===== src/rtl/seq_alu.sv =====
// Sequential RISC-V integer ALU: single-cycle base ops, iterative (or optional
// single-cycle) multiply, iterative restoring divide, valid/ready handshake.
module seq_alu #(
    parameter int XLEN     = 32,
    parameter bit FAST_MUL = 1'b0
) (
    input  logic            clk,
    input  logic            rst,
    input  logic            in_valid,
    output logic            in_ready,
    input  logic [6:0]      funct7,
    input  logic [2:0]      funct3,
    input  logic [XLEN-1:0] op_a,
    input  logic [XLEN-1:0] op_b,
    output logic            out_valid,
    input  logic            out_ready,
    output logic [XLEN-1:0] result,
    output logic [3:0]      alu_flags
);
    localparam int SHW = $clog2(XLEN);

    typedef enum logic [1:0] {IDLE, BUSY, DONE} state_t;
    typedef struct packed {
        logic [2:0] funct3;
        logic       neg;
    } req_t;

    state_t          state, state_nxt;
    req_t            req;
    logic [SHW-1:0]  cnt;
    logic [XLEN-1:0] hi, lo, mcand;

    logic            accept, is_m, sub, a_sgn, b_sgn, neg, div_zero, div_ovf, last;
    logic [SHW-1:0]  sh;
    logic [XLEN-1:0] b_eff, base_res, mag_a, mag_b, acc_res;
    logic [XLEN:0]   sum;
    logic [3:0]      base_flags;
    logic signed [XLEN:0]     fa, fb;
    logic signed [2*XLEN-1:0] fprod;

    assign accept    = in_valid && in_ready;
    assign in_ready  = (state == IDLE);
    assign out_valid = (state == DONE);
    assign is_m      = (funct7 == 7'b0000001);
    assign sub       = funct7[5];
    assign sh        = op_b[SHW-1:0];
    assign last      = (cnt == SHW'(XLEN-1));

    // Operand signedness: divides are signed on even funct3, MULH/MULHSU sign op_a, MULH signs op_b
    always_comb begin
        a_sgn = op_a[XLEN-1] && (funct3[2] ? !funct3[0] : (funct3 == 3'b001 || funct3 == 3'b010));
        b_sgn = op_b[XLEN-1] && (funct3[2] ? !funct3[0] : (funct3 == 3'b001));
        neg   = (funct3[2] && funct3[1]) ? a_sgn : (a_sgn ^ b_sgn);
        mag_a = a_sgn ? -op_a : op_a;
        mag_b = b_sgn ? -op_b : op_b;
    end

    assign div_zero = is_m && funct3[2] && (op_b == '0);
    assign div_ovf  = is_m && funct3[2] && !funct3[0] &&
                      (op_a == {1'b1, {(XLEN-1){1'b0}}}) && (&op_b);

    always_comb begin
        b_eff      = sub ? ~op_b : op_b;
        sum        = {1'b0, op_a} + {1'b0, b_eff} + {{XLEN{1'b0}}, sub};
        base_flags = {(op_a[XLEN-1] == b_eff[XLEN-1]) && (sum[XLEN-1] != op_a[XLEN-1]),
                      sum[XLEN], sum[XLEN-1], (sum[XLEN-1:0] == '0)};
        base_res   = '0;
        case (funct3)
            3'b000: base_res = sum[XLEN-1:0];
            3'b001: base_res = op_a << sh;
            3'b010: base_res = {{(XLEN-1){1'b0}}, ($signed(op_a) < $signed(op_b))};
            3'b011: base_res = {{(XLEN-1){1'b0}}, (op_a < op_b)};
            3'b100: base_res = op_a ^ op_b;
            3'b101: begin
                // kept out of a ?: so the arithmetic shift stays signed
                if (sub) base_res = $signed(op_a) >>> sh;
                else     base_res = op_a >> sh;
            end
            3'b110: base_res = op_a | op_b;
            default: base_res = op_a & op_b;
        endcase
    end

    always_comb begin
        fa    = {a_sgn, op_a};
        fb    = {b_sgn, op_b};
        fprod = (2*XLEN)'(fa) * (2*XLEN)'(fb);
    end

    // Result captured on accept: base op, divide special case, or single-cycle product
    always_comb begin
        acc_res = base_res;
        if (is_m) begin
            if (funct3[2]) begin
                if (div_zero) acc_res = funct3[1] ? op_a : '1;
                else          acc_res = funct3[1] ? '0 : op_a;
            end else begin
                acc_res = (funct3 == 3'b000) ? fprod[XLEN-1:0] : fprod[2*XLEN-1:XLEN];
            end
        end
    end

    // One shift-add multiply step or one restoring divide step on {hi,lo}
    logic [XLEN:0]     madd, rsh;
    logic              ge;
    logic [XLEN-1:0]   rdiff, step_hi, step_lo, div_pick, div_fix, fin_res;
    logic [2*XLEN-1:0] mnxt, full_fix;

    always_comb begin
        madd    = {1'b0, hi} + (lo[0] ? {1'b0, mcand} : '0);
        mnxt    = {madd, lo[XLEN-1:1]};
        rsh     = {hi, lo[XLEN-1]};
        ge      = (rsh >= {1'b0, mcand});
        rdiff   = rsh[XLEN-1:0] - mcand;
        if (req.funct3[2]) begin
            step_hi = ge ? rdiff : rsh[XLEN-1:0];
            step_lo = {lo[XLEN-2:0], ge};
        end else begin
            step_hi = mnxt[2*XLEN-1:XLEN];
            step_lo = mnxt[XLEN-1:0];
        end
        full_fix = req.neg ? -{step_hi, step_lo} : {step_hi, step_lo};
        div_pick = req.funct3[1] ? step_hi : step_lo;
        div_fix  = req.neg ? -div_pick : div_pick;
        if (req.funct3[2])              fin_res = div_fix;
        else if (req.funct3[1:0] == '0) fin_res = full_fix[XLEN-1:0];
        else                            fin_res = full_fix[2*XLEN-1:XLEN];
    end

    always_comb begin
        state_nxt = state;
        case (state)
            IDLE: if (accept)
                      state_nxt = (!is_m || (FAST_MUL && !funct3[2]) || div_zero || div_ovf)
                                  ? DONE : BUSY;
            BUSY: if (last) state_nxt = DONE;
            DONE: if (out_ready) state_nxt = IDLE;
            default: state_nxt = IDLE;
        endcase
    end

    always_ff @(posedge clk or posedge rst) begin
        if (rst) begin
            state     <= IDLE;
            req       <= '0;
            cnt       <= '0;
            hi        <= '0;
            lo        <= '0;
            mcand     <= '0;
            result    <= '0;
            alu_flags <= '0;
        end else begin
            state <= state_nxt;
            case (state)
                IDLE: if (accept) begin
                    req       <= '{funct3: funct3, neg: neg};
                    cnt       <= '0;
                    hi        <= '0;
                    lo        <= mag_a;
                    mcand     <= mag_b;
                    result    <= acc_res;
                    alu_flags <= is_m ? 4'b0000 : base_flags;
                end
                BUSY: begin
                    cnt <= last ? '0 : cnt + 1'b1;
                    hi  <= step_hi;
                    lo  <= step_lo;
                    if (last) result <= fin_res;
                end
                default: ;
            endcase
        end
    end
endmodule


===== config.mk =====
export PLATFORM = sky130hd
export DESIGN_NAME = seq_alu
export DESIGN_NICKNAME = d
export VERILOG_FILES = /design/src/rtl/seq_alu.sv
export SDC_FILE = /design/constraint.sdc
export NUM_CORES = 2
export LEC_CHECK = 0
export BUFFER_PORTS_ARGS = -buffer_cell sky130_fd_sc_hd__buf_2
export CAP_MARGIN = 20
export CORE_ASPECT_RATIO = 1.2
export CORE_UTILIZATION = 45
export DETAILED_ROUTE_END_ITERATION = 6
export HOLD_SLACK_MARGIN = 0.03
export PLACE_DENSITY_LB_ADDON = 0.25
export SLEW_MARGIN = 20
export SYNTH_ARGS = -nofsm -noshare
export SYNTH_HDL_FRONTEND = slang
export SYNTH_SLANG_ARGS = --single-unit

===== constraint.sdc =====
create_clock -name clk -period 5.4 [get_ports clk]
set_input_delay 1.08 -clock clk [delete_from_list [all_inputs] [get_ports clk]]
set_output_delay 1.08 -clock clk [all_outputs]
set_load 0.02 [all_outputs]

# After elaboration in Yosys (flattened, before gate mapping)
# Cells that the tools add are included.
word_totals:
  reg_bits: 143
  in_bits: 78
classes:
  n_addsub: 9
  n_mul: 1
  magnitude_cmp: 3
  eq_ne: 16
  n_shift: 3
  muxes: 39
  bitwise: 5
  n_reduce_logical: 26
op_table:
  columns: ["op", "count"]
  rows:
  - ["$mux 32", 22]
  - ["$pmux 32 s7", 1]
  - ["$pmux 32 s2", 3]
  - ["$neg 32->32", 3]
  - ["$add 32x32->33", 2]
  - ["$logic_not 32->1", 2]
  - ["$lt 32x32->1", 2]
  - ["$mul 33x33->64", 1]
  - ["$mux 64", 1]
  - ["$neg 64->64", 1]
  - ["$add 33x1->33", 1]
  - ["$ge 33x32->1", 1]
  - ["$and 32x32->32", 1]
  - ["$eq 32x32->1 const B", 1]
  - ["$not 32->32", 1]
  - ["$or 32x32->32", 1]
  - ["$reduce_and 32->1", 1]
  - ["$shl 32x5->32", 1]
  - ["$shr 32x5->32", 1]
  - ["$sshr 32x5->32", 1]
  - ["$sub 32x32->32", 1]
  - ["$xor 32x32->32", 1]
  - ["$logic_and 1x1->1", 10]
  - ["$mux 5", 2]
  - ["other kinds (25)", 40]

# Depth between registers and ports, before layout
depth:
  depth_word: 10
  mapped_depth: 37

# Worst setup path after synthesis
# Ideal clock, no wire load.
synth_path:
  kind: "input-to-reg"
  from: "in op_b[1]"
  to: "reg result[30]"
  t_arrival_ns: 10.312
  required_ns: 5.299
  path_slack_ns: -5.013
  cell_stages: 34
  n_path_buf: 7
  cell_sequence: "clkbuf_1 buf_1 clkbuf_1 clkbuf_1 buf_1 inv_1 clkbuf_1 clkbuf_1 nor2_1 fa_1 inv_1 fa_1 inv_1 fa_1 fa_1 fa_1 fa_1 inv_1 fa_1 inv_1 fa_1 ha_1 and4_1 nand4_1 o311a_1 o21ai_1 a31oi_1 or3_1 o21ai_0 a41oi_1 a2111o_1 o21ai_0 o2111ai_1 nor4_1"
synth_between:
  elab_chain_len: 8
synth_rtl:
  columns: ["item", "line_no", "rtl"]
  rows:
  - ["start: declaration", "14", "input logic [XLEN-1:0] op_b,"]
  - ["$not 32->32", "63", "b_eff = sub ? ~op_b : op_b;"]
  - ["$mux 32", "63", null]
  - ["$add 32x32->33", "64", "sum = {1'b0, op_a} + {1'b0, b_eff} + {{XLEN{1'b0}}, sub};"]
  - ["$add 33x1->33", "64", null]
  - ["$pmux 32 s7", "68", "case (funct3)"]
  - ["$mux 32 *", "93", "if (is_m) begin"]
  - ["$mux 32 *", "155", "IDLE: if (accept) begin"]
  - ["$pmux 32 s2 *", "154", "case (state)"]
  - ["end signal: assignment", "161", "result <= acc_res;"]
  - ["end signal: assignment", "168", "if (last) result <= fin_res;"]
  - ["end: declaration", "17", "output logic [XLEN-1:0] result,"]
# Mark *: on every way between the ends. The rest lies on a longest branch, timed or not. The select of a mux whose other input is x is not followed.
# A chain may end at the register's enable or synchronous reset.

# Worst setup path in the final report
layout_path:
  from: "in funct3[0]"
  to: "reg result[30]"
layout_between:
  elab_chain_len: 10
layout_rtl:
  columns: ["item", "line_no", "rtl"]
  rows:
  - ["start: declaration", "12", "input logic [2:0] funct3,"]
  - ["$eq 3x1->1 / $eq 3x2->1 (equally long branches)", "51, 52, 68", null]
  - ["$logic_or 1x1->1", "51", "a_sgn = op_a[XLEN-1] && (funct3[2] ? !funct3[0] : (funct3 == 3'b001 || funct3 == 3'b010));"]
  - ["$mux 1", "51", null]
  - ["$logic_and 1x1->1", "51", null]
  - ["$mul 33x33->64", "87", "fprod = (2*XLEN)'(fa) * (2*XLEN)'(fb);"]
  - ["$mux 32", "98", "acc_res = (funct3 == 3'b000) ? fprod[XLEN-1:0] : fprod[2*XLEN-1:XLEN];"]
  - ["$mux 32", "94", "if (funct3[2]) begin"]
  - ["$mux 32 *", "93", null]
  - ["$mux 32 *", "155", null]
  - ["$pmux 32 s2 *", "154", null]
# Marked as above.

==> impl_metrics.yaml <==
yosys:
  synth_fp_nets: 9247
  yosysMostFrequentCell: "inv_1"
  synthTopCellsByArea: "fa_1 37%, ha_1 8.3%, inv_1 8.1%"
  yosysSeqAreaShare: 0.0579
  synth_top_area_cell: "fa_1"
  ys_async_sr_fraction: 1.00
  syn_avg_cell_area_um2: 8.10
  ys_ff_latch: 143
  synth_edf_count: 0
  synth_commonest_cells: "1332 x inv_1, 1128 x fa_1, 1079 x nand2_1"
  yosys.area.top_type_share: 0.366
  synth_cell_type_count: 94
  synth_ff_type: "dfrtp_1"
  syn-cell-area_um2: 61800
  yosys_warnings: 0
  synth_cells: 7630
critical_path:
  ff2ff_setup_slack_ps: -1260
  critPathLaunchType: "input pin"
  crit_arrival_ps: 9230
  endpoint_kind: "flop"
  criticalPathCategory: "input pin to flop"
  cp_max_fo: 6
  slowest_stage: "fa_2"
  required_ps: 5830
  regToRegEndpoint: "result[30]"
  endpoint: "result[30]"
  cp-startpoint: "funct3[0]"
  reg2reg_depth: 21
  r2r_start: "hi[25]"
  slowest_delay_ps: 640
  cpMostUsedCell: "fa_1"
floorplan:
  pin_count: 116
  start_util: 0.454
  die_h_um: 408
  rows: 148
  coreArea_um2: 136000
  die_width_um: 340
  die_area_um2: 139000
timing:
  finalClockSkew_ps: 23.4
  slew_headroom: 0.214
  post-route-period-util: 1.63
  slew_violations: 0
  timing.setup.tns_ps: -97110
  worst_pin_slew_ps: 1170
  setup_ws_ps: -3400
  final-setup-viol-count: 32
  rsz0062_at_grt: "yes"
  timing.fmax_mhz: 114
  hold_viol: 0
  period_needed_ps: 8800
place:
  post_dp_cell_area_um2: 75400
  portBuffers: 115
  gp_congestion: 1.11
  dpl_worst_slack_ps: -4270
  post-dp-hpwl_mm: 268
detailed_routing:
  drcViolationCount: 0
  drt_iter0_drc: 5908
  wl_mm: 318
  dr.pass1.iters: 6
  via_per_inst: 5.92
  wl_per_cell_um: 29.9
  vias: 63200
  postRouteAntennaNets: 0
layout:
  final_cell_area_um2: 79000
  drive_gt1_frac: 0.247
  layout.nets: 10500
  area_growth_pct: 27.9
  nFillCells: 12600
run_status:
  violations: "setup timing"
  outcome: "finished, violations left"
global_route:
  antenna_found_initial: 20
  grt-ovfl-total: 0
  grt_pass1_wl_mm: 454
  grt_max_degree: 84
  grt_use_total: 0.456
  grt_pass1_vias: 66200
clocking:
  htree_num_levels: 4
  cts_buffers: 25
  clockBufferDepth: 3
  cts_hold_buf: 0
  path_clk_slew_ps: 70
  tritoncts: "built"
  cts_sinks: 143
  clkLatencyLatePin_ps: 530
  cts_root_buf: "clkbuf_16"
worst_hold_path:
  hold_path.class: "flop to flop"
flow_run:
  cap_violations: 0
-- critical path: cells and delay by family --
family | cells | cell delay, ps
simple gates | 5 | 1070
buf+inv | 9 | 950
fa+ha+maj | 9 | 4520
compound gates | 9 | 1560
-- stage by stage --
step	hold slack, ps	util	instances
after floorplan	463	-	7630
after global placement	449	0.555	10600
after detailed placement	456	0.555	10600
after CTS	479	0.575	10600
after global routing	500	0.581	10700
final	477	0.581	10700
-- cell usage in the layout (no fill, tap or decap), types with 57 or more instances in the layout --
cell	synthesis	routed
inv_1	1332	1267
o21ai_0	340	311
ha_1	411	378
o211ai_1	57	57
nor2_1	703	664
buf_12	0	102
xor2_1	90	86
xnor2_1	179	172
buf_6	1	70
a21oi_1	327	297
nand2_1	1079	1057
a21o_1	76	76
dfrtp_1	143	141
nor3_1	94	89
and2_1	61	60
mux2i_1	79	79
a211oi_1	68	57
nand3_1	84	82
fa_1	1128	1084
buf_4	0	1395
buf_2	8	78
-- registers in the layout, indices dropped and copies added, names as in the netlist --
name and flops:
alu_flags 4, cnt 5, hi 32, lo 32
mcand 32, req 4, result 32, state 2
-- cell type report --
| class | instances | area, um2 | area share |
|---|---|---|---|
| Clock buffer | 27 | 643 | 0.00814 |
| Inverter | 1350 | 5200 | 0.0658 |
| Multi-Input combinational cell | 5662 | 53200 | 0.673 |
| Sequential cell | 143 | 3580 | 0.0453 |
| Tap cell | 1800 | 2250 | 0.0285 |
| Timing Repair inverter | 1 | 11.3 | 0.000142 |
| Clock inverter | 5 | 100 | 0.00127 |
| Timing Repair Buffer | 1665 | 14000 | 0.177 |
| Antenna cell | 9 | 22.5 | 0.000285 |
-- worst min-delay path by stage --
| stage | cells past startpoint | startpoint | end |
|---|---|---|---|
| final | 2 | alu_flags[0] | alu_flags[0] |
| after global routing | 2 | result[13] | result[13] |
| after CTS | 2 | alu_flags[0] | alu_flags[0] |
| after detailed placement | 2 | alu_flags[0] | alu_flags[0] |
| after global placement | 2 | alu_flags[0] | alu_flags[0] |
| after floorplan | 2 | mcand[10] | mcand[10] |
-- layer usage --
metal  vias up  part of all wire  GRT usage
met5         -           0.00020          0
met4        10              0.11      0.385
met3      1245             0.081     0.0833
met2      3477              0.47      0.753
met1     31400              0.34      0.511
li1      27000                 -          -
-- cell families after synthesis --
family                   synth area share
AND/OR/NAND/NOR                     0.158
buffers and inverters               0.111
adder cells (fa/ha/maj)             0.452
AO/OA/AOI/OAI                       0.148
XOR/XNOR                           0.0381
multiplexers                       0.0353
flip-flops                         0.0579
-- what timing repair did --
action | 4_1_cts | 5_1_grt
gates resized for setup | 406 | 174
pin swaps | 178 | 148
setup endpoints to repair | 33 | 34
setup buffers | 59 | 21
gates cloned | 2 | 2
Power is left out: the tool's default activity adds up to more than one toggle a clock period on the data nets, which glitch-free logic cannot reach.
